==> src/rtl/serial_adder.sv <==
`default_nettype none
// +--------------------------------------------------------------------------+
// | Module      : serial_adder (plus gate cells _xor2, _and2, _or2)          |
// | Description : LSB-first bit-serial adder. One full-adder cell and one     |
// |               carry flip-flop; the result is held until the next start.   |
// |               Define SERIAL_ADD_OVF_EN to add the signed-overflow output. |
// | Revision    : 1.0 - initial release                                       |
// +--------------------------------------------------------------------------+

module _xor2 (
    input  logic a,
    input  logic b,
    output logic y
);
    assign y = a ^ b;
endmodule

module _and2 (
    input  logic a,
    input  logic b,
    output logic y
);
    assign y = a & b;
endmodule

module _or2 (
    input  logic a,
    input  logic b,
    output logic y
);
    assign y = a | b;
endmodule

module serial_adder #(
    parameter int WIDTH = 8
) (
    input  logic             clk,
    input  logic             reset,
    input  logic             start,
    input  logic [WIDTH-1:0] a,
    input  logic [WIDTH-1:0] b,
    input  logic             cin,
    output logic             busy,
    output logic             done,
    output logic [WIDTH-1:0] sum,
    output logic             cout
`ifdef SERIAL_ADD_OVF_EN
    ,
    output logic             ovf
`endif
);
    localparam int CW = (WIDTH > 1) ? $clog2(WIDTH) : 1;
    localparam logic [CW-1:0] c_last_cnt = CW'(WIDTH - 1);

    typedef enum logic [1:0] {
        S_IDLE = 2'd0,
        S_ADD  = 2'd1,
        S_DONE = 2'd2
    } state_t;

    state_t           r_state;
    state_t           w_state_n;
    logic [WIDTH-1:0] r_a;
    logic [WIDTH-1:0] r_b;
    logic [WIDTH-1:0] r_s;
    logic             r_c;
    logic [CW-1:0]    r_cnt;
    logic             r_busy;
    logic             r_done;
    logic             w_p;
    logic             w_s;
    logic             w_g;
    logic             w_t;
    logic             w_cn;
    logic             w_last;
    logic             w_load;

    // Full-adder cell: sum and carry from the current LSBs and the carry FF
    _xor2 u_xor_p (.a(r_a[0]), .b(r_b[0]), .y(w_p));
    _xor2 u_xor_s (.a(w_p),    .b(r_c),    .y(w_s));
    _and2 u_and_g (.a(r_a[0]), .b(r_b[0]), .y(w_g));
    _and2 u_and_t (.a(r_c),    .b(w_p),    .y(w_t));
    _or2  u_or_c  (.a(w_g),    .b(w_t),    .y(w_cn));

    assign w_last = (r_cnt == c_last_cnt);
    assign w_load = start && ((r_state == S_IDLE) || (r_state == S_DONE));

    always_comb begin
        w_state_n = r_state;
        case (r_state)
            S_IDLE:  if (start) w_state_n = S_ADD;
            S_ADD:   if (w_last) w_state_n = S_DONE;
            S_DONE:  w_state_n = start ? S_ADD : S_IDLE;
            default: w_state_n = S_IDLE;
        endcase
    end

    // busy/done are registered from the next state so they never glitch
    always_ff @(posedge clk or posedge reset) begin
        if (reset) begin
            r_state <= S_IDLE;
            r_busy  <= 1'b0;
            r_done  <= 1'b0;
        end else begin
            r_state <= w_state_n;
            r_busy  <= (w_state_n == S_ADD);
            r_done  <= (w_state_n == S_DONE);
        end
    end

    always_ff @(posedge clk or posedge reset) begin
        if (reset) begin
            r_a   <= '0;
            r_b   <= '0;
            r_s   <= '0;
            r_c   <= 1'b0;
            r_cnt <= '0;
        end else if (w_load) begin
            r_a   <= a;
            r_b   <= b;
            r_s   <= '0;
            r_c   <= cin;
            r_cnt <= '0;
        end else if (r_state == S_ADD) begin
            r_a   <= r_a >> 1;
            r_b   <= r_b >> 1;
            r_s   <= {w_s, r_s[WIDTH-1:1]};
            r_c   <= w_cn;
            r_cnt <= r_cnt + 1'b1;
        end
    end

`ifdef SERIAL_ADD_OVF_EN
    logic w_ovf_bit;
    logic r_ovf;

    // Carry into the MSB differs from carry out of it on signed overflow
    _xor2 u_xor_ovf (.a(r_c), .b(w_cn), .y(w_ovf_bit));

    always_ff @(posedge clk or posedge reset) begin
        if (reset) begin
            r_ovf <= 1'b0;
        end else if (w_load) begin
            r_ovf <= 1'b0;
        end else if ((r_state == S_ADD) && w_last) begin
            r_ovf <= w_ovf_bit;
        end
    end

    assign ovf = r_ovf;
`endif

    assign busy = r_busy;
    assign done = r_done;
    assign sum  = r_s;
    assign cout = r_c;

endmodule
`default_nettype wire
==> config.mk <==
export PLATFORM = sky130hd
export DESIGN_NAME = serial_adder
export DESIGN_NICKNAME = d
export VERILOG_FILES = /design/src/rtl/serial_adder.sv
export SDC_FILE = /design/constraint.sdc
export NUM_CORES = 1
export LEC_CHECK = 0
export CAP_MARGIN = 20
export CORE_AREA = 2 2 66 68
export DETAILED_ROUTE_END_ITERATION = 16
export DIE_AREA = 0 0 68 70
export PLACE_DENSITY = 0.61
export SLEW_MARGIN = 20
export SYNTH_ARGS = -nofsm -noshare
export SYNTH_HDL_FRONTEND = slang
export SYNTH_SLANG_ARGS = --single-unit
==> constraint.sdc <==
create_clock -name clk -period 1.43 [get_ports clk]
set_input_delay 0.286 -clock clk [delete_from_list [all_inputs] [get_ports clk]]
set_output_delay 0.286 -clock clk [all_outputs]
set_load 0.02 [all_outputs]
==> qor.yml, run 1 <==
yosys_register_bits: 32
rr_startpoint: "r_state[0]$_DFF_PP0_"
skew_ns: 0.00543
seqPwrFrac: 0.416
crit_end: "cout"
place.gp.congestion: 0.723
dp_worst_setup_slack_ns: -0.206
antenna_found_initial: 0
viasPerCell: 4.94
start_kind: "flip-flop"
portBuffers: 30
maxSlewViolCount: 0
fmax_mhz: 771
synth.most_common_cell: "dfrtp_1"
dpl-instance-area_um2: 1800
clk_latency_ns: 0.28
maxSlewHeadroom: 0.818
area_growth_pct: 35.6
max_stage_delay_ns: 0.41
r2r_cells: 5
synth_ff_type: "dfrtp_1"
powerDensity_nw_per_um2: 2030
grt_max_degree: 33
setup.worst_path.class: "reg -> out"
clock_sinks: 32
max_cap_viol_count: 0
synth.distinct_cells: 20
grt_use_met2: 0.200
drt_iter0_markers: 90
r2r_setup_slack_ns: 0.17
wire_per_inst_um: 13.2
syn_inst: 120
arrival_ns: 1.01
multi_input_area_um2: 503
drt_first_pass_iters: 4
dp_cells: 204
synth_top_cells_by_count: "32 x dfrtp_1, 15 x a21oi_1, 12 x a22o_1"
fin_area_um2: 1880
detail-route-antenna-nets: 0
syn-num-nets: 143
crit_cells: 1
grt_busiest_layer: "met2"
hp-class: "in -> async"
leakagePower_nw: 0.879
final-seq-area_um2: 801
cpMaxStageDelayCell: "dfrtp_1"
hpwl_um: 2020
fin_ws_ns: 0.132
cts_tree: "built"
drt-total-wl_um: 2800
die_area_um2: 4760
rsz0062_at_grt: "false"
worst_slew_pin_slew_ns: 0.273
r2r_end: "r_b[6]$_DFFE_PP0P_"
p_sw_mw: 1.35
track_usage: 0.134
h-tree-depth: 2
critical_path.endpoint_type: "primary output"
root_buffer: "clkbuf_8"
worstPathCellList: "dlygate4sd2_1"
period_share: 0.908
vias: 1048
synth_edf_count: 0
clk_pin_slew_ns: 0.06
swShare: 0.353
synth_top_area_frac: 0.577
yosysTopAreaCell: "dfrtp_1"
ctsLongestPathBuffers: 2
n_fill_cell: 386
die_x_um: 68
finalPower_mw: 3.82
cp_top_family: "flip-flops"
hold_violations: 0
grt_pass1_vias: 1018
grt_pass1_wl_um: 4710
ioPinCount: 31
antenna_cells: 0
cts_buffers: 5
met3_usage: 0.0483
die_h_um: 70
initial_core_util: 0.335
power_frac_clock: 0.182
grt_overflow_total: 0
synth.area.top_cells: "dfrtp_1 58%, a22o_1 7.6%, a21oi_1 5.4%"
fp.coreArea_um2: 4140
intPower_mw: 2.47
outcome: "complete, no violations"
startpoint: "cout$_DFFE_PP0P_"
synth.avg_cell_area_um2: 11.6
ys_async_sr_fraction: 1.00
stdcell_count: 212
grt.met1_usage: 0.168
drc: 0
rows: 24
crit_buf_inv: 1
cp_max_fo: 3
syn_area_um2: 1390
peakVddDrop_uv: 542
fin_nets: 182
seq_area_frac_synth: 0.577
p_comb_frac: 0.402
drive_above_1_share: 0.138
final-setup-viol-count: 0
ys_warn_count: 0
final_util: 0.454
final.min_clock_period_ns: 1.30
cp_data_required_time_ns: 1.14
## through the flow
stage | hold slack, ns | setup TNS, ns
floorplan | 0.402 | 0
global placement | 0.497 | -3.08
detailed placement | 0.499 | -3.17
CTS | 0.347 | 0
global route | 0.364 | 0
finish | 0.347 | 0
## logic make-up (layout without fill, tap and decap cells)
kind of cell             after synthesis  after routing  share of synthesized area
adder cells (fa/ha/maj)                3              3                     0.0325
AND/OR/NAND/NOR                       12             12                     0.0523
multiplexers                           8              8                     0.0604
AO/OA/AOI/OAI                         45             45                      0.215
buffers and inverters                 20             60                     0.0631
flip-flops                            32             32                      0.577
## per-layer routing
metal | up-vias | wire length, um
li1 | 503 | -
met1 | 508 | 1260
met2 | 31 | 1340
met3 | 6 | 154
met4 | 0 | 49
met5 | - | 0
## layout by cell type, fill, tap and decap left out, types with 6 or more instances in the layout
master	n
o22ai_1	10
dfrtp_1	32
inv_1	11
a21oi_1	15
clkbuf_8	6
a22o_1	12
buf_4	10
dlygate4sd2_1	11
nor2b_1	7
clkdlybuf4s50_1	19
## worst min-delay path by stage
stage | depth (start not counted) | endpoint | slack, ns | from
finish | 3 | r_a[2]$_DFFE_PP0P_ | 0.35 | reset
global route | 3 | sum[6]$_DFFE_PP0P_ | 0.36 | reset
CTS | 3 | r_b[1]$_DFFE_PP0P_ | 0.35 | reset
detailed placement | 1 | r_cnt[2]$_DFFE_PP0P_ | 0.50 | r_cnt[2]$_DFFE_PP0P_
global placement | 1 | r_cnt[2]$_DFFE_PP0P_ | 0.50 | r_cnt[2]$_DFFE_PP0P_
floorplan | 1 | busy$_DFF_PP0_ | 0.40 | reset
## power groups by stage
stage                     sequential (mW)  clock, mW  combinational, mW
final                                1.59      0.697               1.54
after global routing                 1.65      0.763               1.75
after CTS                            1.59      0.717               1.55
after detailed placement             1.61          0               1.64
after global placement               1.60          0               1.60
after floorplan                      1.68          0              0.955
## sequential cells by signal, indices dropped and copies added (netlist names)
name     cells
r_a          8
sum          8
r_cnt        3
done         1
r_b          8
r_state      2
cout         1
busy         1
## final cells by class
| cell class | instances | share of cell area |
|---|---|---|
| multi-input combinational | 68 | 0.267 |
| timing repair buffer | 41 | 0.203 |
| sequential | 32 | 0.426 |
| inverter | 11 | 0.0219 |
| tap | 52 | 0.0346 |
| clock buffer | 8 | 0.0479 |
## timing repair
action	4_1_cts	5_1_grt
resized for setup	11	2
setup buffers	0	0
endpoints found under the setup margin	11	7
cloned	0	0
hold buffers	0	0
(Power assumes the default switching activity.)
==> inputs of run 2 (changes only) <==
==> constraint.sdc (replaced) <==
create_clock -name clk -period 1.43 [get_ports clk]
set_input_delay 0.143 -clock clk [delete_from_list [all_inputs] [get_ports clk]]
set_output_delay 0.143 -clock clk [all_outputs]
set_load 0.02 [all_outputs]
==> run 2 against run 1 <==
Net effect: via count is 1.5% lower; maximum frequency is 3.8% lower; non-clock buffer count is 1 lower; clock skew is 0.0014 ns higher; core utilization is 0.63 points higher; register-to-register slack hardly changed; combinational power is 4% higher; count of clock-buffer cells in the layout is 2 lower; die area stayed put.
==> qor.yml, run 2 (synthesis results as in run 1) <==
clk_latency_ns: 0.28  # about the same
crit_buf_inv: 1  # unchanged
peakVddDrop_uv: 708  # was 542 uV
critical_path.endpoint_type: "primary output"  # unchanged
area_growth_pct: 37.5  # was 35.6%
dpl-instance-area_um2: 1780  # was 1800 um^2
cp_data_required_time_ns: 1.29  # was 1.14 ns
vias: 1032  # was 1,048
n_fill_cell: 415  # was 386
max_cap_viol_count: 0  # unchanged
fin_ws_ns: 0.0807  # was 0.132 ns
clock_sinks: 32  # unchanged
drive_above_1_share: 0.138  # about the same
final_util: 0.460  # was 0.454
drt_iter0_markers: 43  # was 90
dp_worst_setup_slack_ns: -0.0807  # was -0.206 ns
ctsLongestPathBuffers: 2  # unchanged
ioPinCount: 31  # unchanged
hp-class: "in -> async"  # unchanged
cts_buffers: 5  # unchanged
cts_tree: "built"  # unchanged
track_usage: 0.141  # was 0.134
grt_overflow_total: 0  # unchanged
skew_ns: 0.00683  # was 0.00543 ns
drt-total-wl_um: 2920  # was 2800 um
root_buffer: "clkbuf_8"  # unchanged
grt_max_degree: 33  # unchanged
cp_max_fo: 1  # was 3
portBuffers: 30  # unchanged
die_area_um2: 4760  # unchanged
maxSlewViolCount: 0  # unchanged
hold_violations: 0  # unchanged
maxSlewHeadroom: 0.730  # was 0.818
die_x_um: 68  # unchanged
grt_pass1_wl_um: 4910  # was 4710 um
die_h_um: 70  # unchanged
drt_first_pass_iters: 4  # unchanged
worstPathCellList: "clkdlybuf4s50_1"  # was dlygate4sd2_1
initial_core_util: 0.335  # unchanged
detail-route-antenna-nets: 0  # unchanged
antenna_cells: 0  # unchanged
r2r_setup_slack_ns: 0.16  # was 0.17 ns
period_share: 0.944  # was 0.908
hpwl_um: 2090  # was 2020 um
fp.coreArea_um2: 4140  # unchanged
leakagePower_nw: 0.954  # was 0.879 nW
outcome: "complete, no violations"  # unchanged
worst_slew_pin_slew_ns: 0.405  # was 0.273 ns
wire_per_inst_um: 13.8  # was 13.2 um
start_kind: "flip-flop"  # unchanged
max_stage_delay_ns: 0.60  # was 0.41 ns
antenna_found_initial: 0  # unchanged
fin_nets: 181  # was 182
rsz0062_at_grt: "false"  # unchanged
cp_top_family: "buffers and inverters"  # was flip-flops
arrival_ns: 1.21  # was 1.01 ns
final.min_clock_period_ns: 1.35  # was 1.30 ns
viasPerCell: 4.89  # was 4.94
h-tree-depth: 2  # unchanged
final_cell_mix: "32 x dfrtp_1, 21 x clkdlybuf4s50_1, 15 x a21oi_1, 12 x a22o_1, 11 x inv_1"  # was 32 x dfrtp_1, 19 x clkdlybuf4s50_1, 15 x a21oi_1, 12 x a22o_1
place.gp.congestion: 0.718  # was 0.723
final-setup-viol-count: 0  # unchanged
cpMaxStageDelayCell: "clkdlybuf4s50_1"  # was dfrtp_1
drc: 0  # unchanged
hold_ws_ns: 0.256  # was 0.347 ns
fin_area_um2: 1910  # was 1880 um^2
finalPower_mw: 4.04  # was 3.82 mW
rows: 24  # unchanged
final_common_cell: "dfrtp_1"  # unchanged
clk_pin_slew_ns: 0.07  # was 0.06 ns
grt_pass1_vias: 1046  # was 1,018
powerDensity_nw_per_um2: 2120  # was 2030 nW/um^2
fmax_mhz: 741  # was 771 MHz
setup.worst_path.class: "reg -> out"  # unchanged
## run 2: layout make-up
| cell class | count | area, um^2 | area share |
|---|---|---|---|
| Sequential cell | 32 | 801 | 0.420 |
| Timing Repair Buffer | 40 | 390 | 0.205 |
| Inverter | 11 | 41.3 | 0.0216 |
| Clock buffer | 6 | 72.6 | 0.0380 |
| Tap cell | 52 | 65.1 | 0.0341 |
| Multi-Input combinational cell | 68 | 503 | 0.264 |
| Clock inverter | 2 | 35.0 | 0.0184 |
## run 2: per-layer routing
metal | global-route usage | share of wire | vias up
met3 | 0.0435 | 0.046 | 7
li1 | - | - | 506
met2 | 0.207 | 0.46 | 26
met4 | 0.0800 | 0.025 | 0
met1 | 0.182 | 0.47 | 493
met5 | 0 | 0 | -
## run 2: worst paths after layout
kind | startpoint | end | depth (start not counted)
worst min-delay path | reset | sum[2]$_DFFE_PP0P_ | 3
worst max register to register | r_state[0]$_DFF_PP0_ | r_b[5]$_DFFE_PP0P_ | 5
worst max-delay path | busy$_DFF_PP0_ | busy | 1
min in group clk | a[7] | r_a[7]$_DFFE_PP0P_ | 2
worst min register to register | sum[3]$_DFFE_PP0P_ | sum[2]$_DFFE_PP0P_ | 1
max in group asynchronous | reset | r_b[0]$_DFFE_PP0P_ | 3
## run 2: per-stage QoR
stage,setup TNS (ns),cells
2_1_floorplan,0,120
3_3_place_gp,-0.426,203
3_5_place_dp,-0.705,203
4_1_cts,0,211
5_1_grt,0,211
6_report,0,211
## run 2: where the power goes
| group | leakage [nW] | switching, mW | internal, mW | total (mW) |
|---|---|---|---|---|
| clock | 0.0552 | 0.331 | 0.517 | 0.848 |
| sequential | 0.390 | 0.277 | 1.31 | 1.59 |
| combinational | 0.509 | 0.783 | 0.819 | 1.60 |
| total | 0.954 | 1.39 | 2.64 | 4.04 |
## run 2: repair_timing
item	CTS	global route
endpoints found under the hold margin	0	0
buffers inserted	0	0
endpoints found under the setup margin	2	17
hold buffers	0	0
gates resized for setup	2	9
gates cloned	0	0
pin swaps	0	0
==> inputs of run 3 (changes only) <==
Settings changed: CTS_BUF_LIST set to sky130_fd_sc_hd__clkbuf_8.
==> run 3 against run 2 <==
Net effect: maximum frequency hardly changed; largest cell class unchanged; largest power group unchanged; wire length decreased by 0.45%; critical path type unchanged; sequential power about the same; critical endpoint unchanged; highest routed layer unchanged; via count up 0.58%.
==> qor.yml, run 3 (synthesis results as in run 1) <==
outcome: "complete, no violations"  # unchanged
drive_above_1_share: 0.138  # unchanged
critical_path.endpoint_type: "primary output"  # unchanged
intPower_mw: 2.64  # about the same
drt-total-wl_um: 2910  # was 2920 um
arrival_ns: 1.21  # about the same
setup.worst_path.class: "reg -> out"  # unchanged
leakagePower_nw: 0.958  # was 0.954 nW
startpoint: "busy$_DFF_PP0_"  # unchanged
drt_first_pass_iters: 4  # unchanged
clk_latency_ns: 0.28  # about the same
r2r_setup_slack_ns: 0.17  # was 0.16 ns
cp_max_fo: 1  # unchanged
area_growth_pct: 37.5  # unchanged
fin_area_um2: 1910  # unchanged
die_x_um: 68  # unchanged
cts_buffers: 5  # unchanged
cpMaxStageDelayCell: "clkdlybuf4s50_1"  # unchanged
die_h_um: 70  # unchanged
worstPathCellList: "clkdlybuf4s50_1"  # unchanged
drc: 0  # unchanged
finalPower_mw: 4.03  # was 4.04 mW
hold_violations: 0  # unchanged
peakVddDrop_uv: 693  # was 708 uV
fin_nets: 181  # unchanged
hpwl_um: 2090  # unchanged
root_buffer: "clkbuf_8"  # unchanged
track_usage: 0.141  # unchanged
clk_pin_slew_ns: 0.07  # about the same
powerDensity_nw_per_um2: 2110  # was 2120 nW/um^2
initial_core_util: 0.335  # unchanged
maxSlewHeadroom: 0.729  # was 0.730
r2r_cells: 5  # unchanged
final.min_clock_period_ns: 1.35  # about the same
dpl-instance-area_um2: 1780  # unchanged
ioPinCount: 31  # unchanged
p_sw_mw: 1.39  # about the same
rr_startpoint: "r_state[0]$_DFF_PP0_"  # unchanged
fp.coreArea_um2: 4140  # unchanged
skew_ns: 0.00691  # was 0.00683 ns
max_stage_delay_ns: 0.60  # about the same
wire_per_inst_um: 13.8  # about the same
period_share: 0.944  # about the same
cts_tree: "built"  # unchanged
vias: 1038  # was 1,032
maxSlewViolCount: 0  # unchanged
cp_data_required_time_ns: 1.29  # about the same
crit_buf_inv: 1  # unchanged
ctsLongestPathBuffers: 2  # unchanged
cts_setup_buffers: 0  # unchanged
place.gp.congestion: 0.718  # unchanged
viasPerCell: 4.92  # was 4.89
grt_overflow_total: 0  # unchanged
worst_slew_pin_slew_ns: 0.406  # was 0.405 ns
seqPwrFrac: 0.394  # was 0.393
power_frac_clock: 0.209  # was 0.210
n_fill_cell: 415  # unchanged
grt_pass1_wl_um: 4910  # unchanged
max_cap_viol_count: 0  # unchanged
r2r_end: "r_b[5]$_DFFE_PP0P_"  # unchanged
swShare: 0.345  # about the same
antenna_cells: 0  # unchanged
rsz0062_at_grt: "false"  # unchanged
rows: 24  # unchanged
start_kind: "flip-flop"  # unchanged
cp_top_family: "buffers and inverters"  # unchanged
final-setup-viol-count: 0  # unchanged
p_comb_frac: 0.397  # about the same
antenna_found_initial: 0  # unchanged
die_area_um2: 4760  # unchanged
final_cell_mix: "32 x dfrtp_1, 21 x clkdlybuf4s50_1, 15 x a21oi_1, 12 x inv_1, 12 x a22o_1"  # was 32 x dfrtp_1, 21 x clkdlybuf4s50_1, 15 x a21oi_1, 12 x a22o_1, 11 x inv_1
portBuffers: 30  # unchanged
fmax_mhz: 741  # about the same
hp-class: "in -> async"  # unchanged
final_common_cell: "dfrtp_1"  # unchanged
drt_iter0_markers: 43  # unchanged
grt_pass1_vias: 1046  # unchanged
clock_sinks: 32  # unchanged
h-tree-depth: 2  # unchanged
detail-route-antenna-nets: 0  # unchanged
grt_max_degree: 33  # unchanged
[run 3: stage by stage]
stage	hold slack, ns	setup TNS, ns	utilization	worst slack (ns)	cells
after floorplan	0.259	0	-	0.175	120
after detailed placement	0.503	-0.705	0.430	-0.0807	203
after CTS	0.264	0	0.455	0.000843	211
after global placement	0.496	-0.426	0.430	-0.0444	203
after global routing	0.293	0	0.460	0.0323	211
final	0.256	0	0.460	0.0800	211
[run 3: power by group through the flow]
stage	logic, mW	clock network (mW)	registers, mW
floorplan	0.955	0	1.68
global placement	1.59	0	1.60
detailed placement	1.64	0	1.61
CTS	1.63	0.862	1.60
global route	1.79	0.900	1.65
finish	1.60	0.842	1.59
[run 3: worst max-delay path by stage]
stage / end / cells past startpoint
2_1_floorplan: sum[7]$_DFFE_PP0P_ / 2
3_3_place_gp: r_a[2]$_DFFE_PP0P_ / 5
3_5_place_dp: r_b[5]$_DFFE_PP0P_ / 5
4_1_cts: sum[2] / 1
5_1_grt: done / 1
6_report: busy / 1
[run 3: area by class of cell]
| class | count | area [um^2] | share of cell area |
|---|---|---|---|
| Inverter | 11 | 41.3 | 0.0216 |
| Tap cell | 52 | 65.1 | 0.0341 |
| Sequential cell | 32 | 801 | 0.420 |
| Timing Repair Buffer | 40 | 390 | 0.205 |
| Clock buffer | 5 | 68.8 | 0.0361 |
| Clock inverter | 3 | 38.8 | 0.0203 |
| Multi-Input combinational cell | 68 | 503 | 0.264 |
[run 3: repair_timing]
item	4_1_cts	5_1_grt
resized for setup	2	9
endpoints found under the hold margin	0	0
setup endpoints to repair	2	17
pin swaps	0	0
hold buffers	0	0
[run 3: routing by layer]
layer | global-route usage | vias to the layer above | share of wire | wire, um
li1 | - | 506 | - | -
met1 | 0.182 | 497 | 0.46 | 1340
met2 | 0.207 | 28 | 0.46 | 1350
met3 | 0.0435 | 7 | 0.049 | 143
met4 | 0.0800 | 0 | 0.025 | 73
met5 | 0 | - | 0 | 0
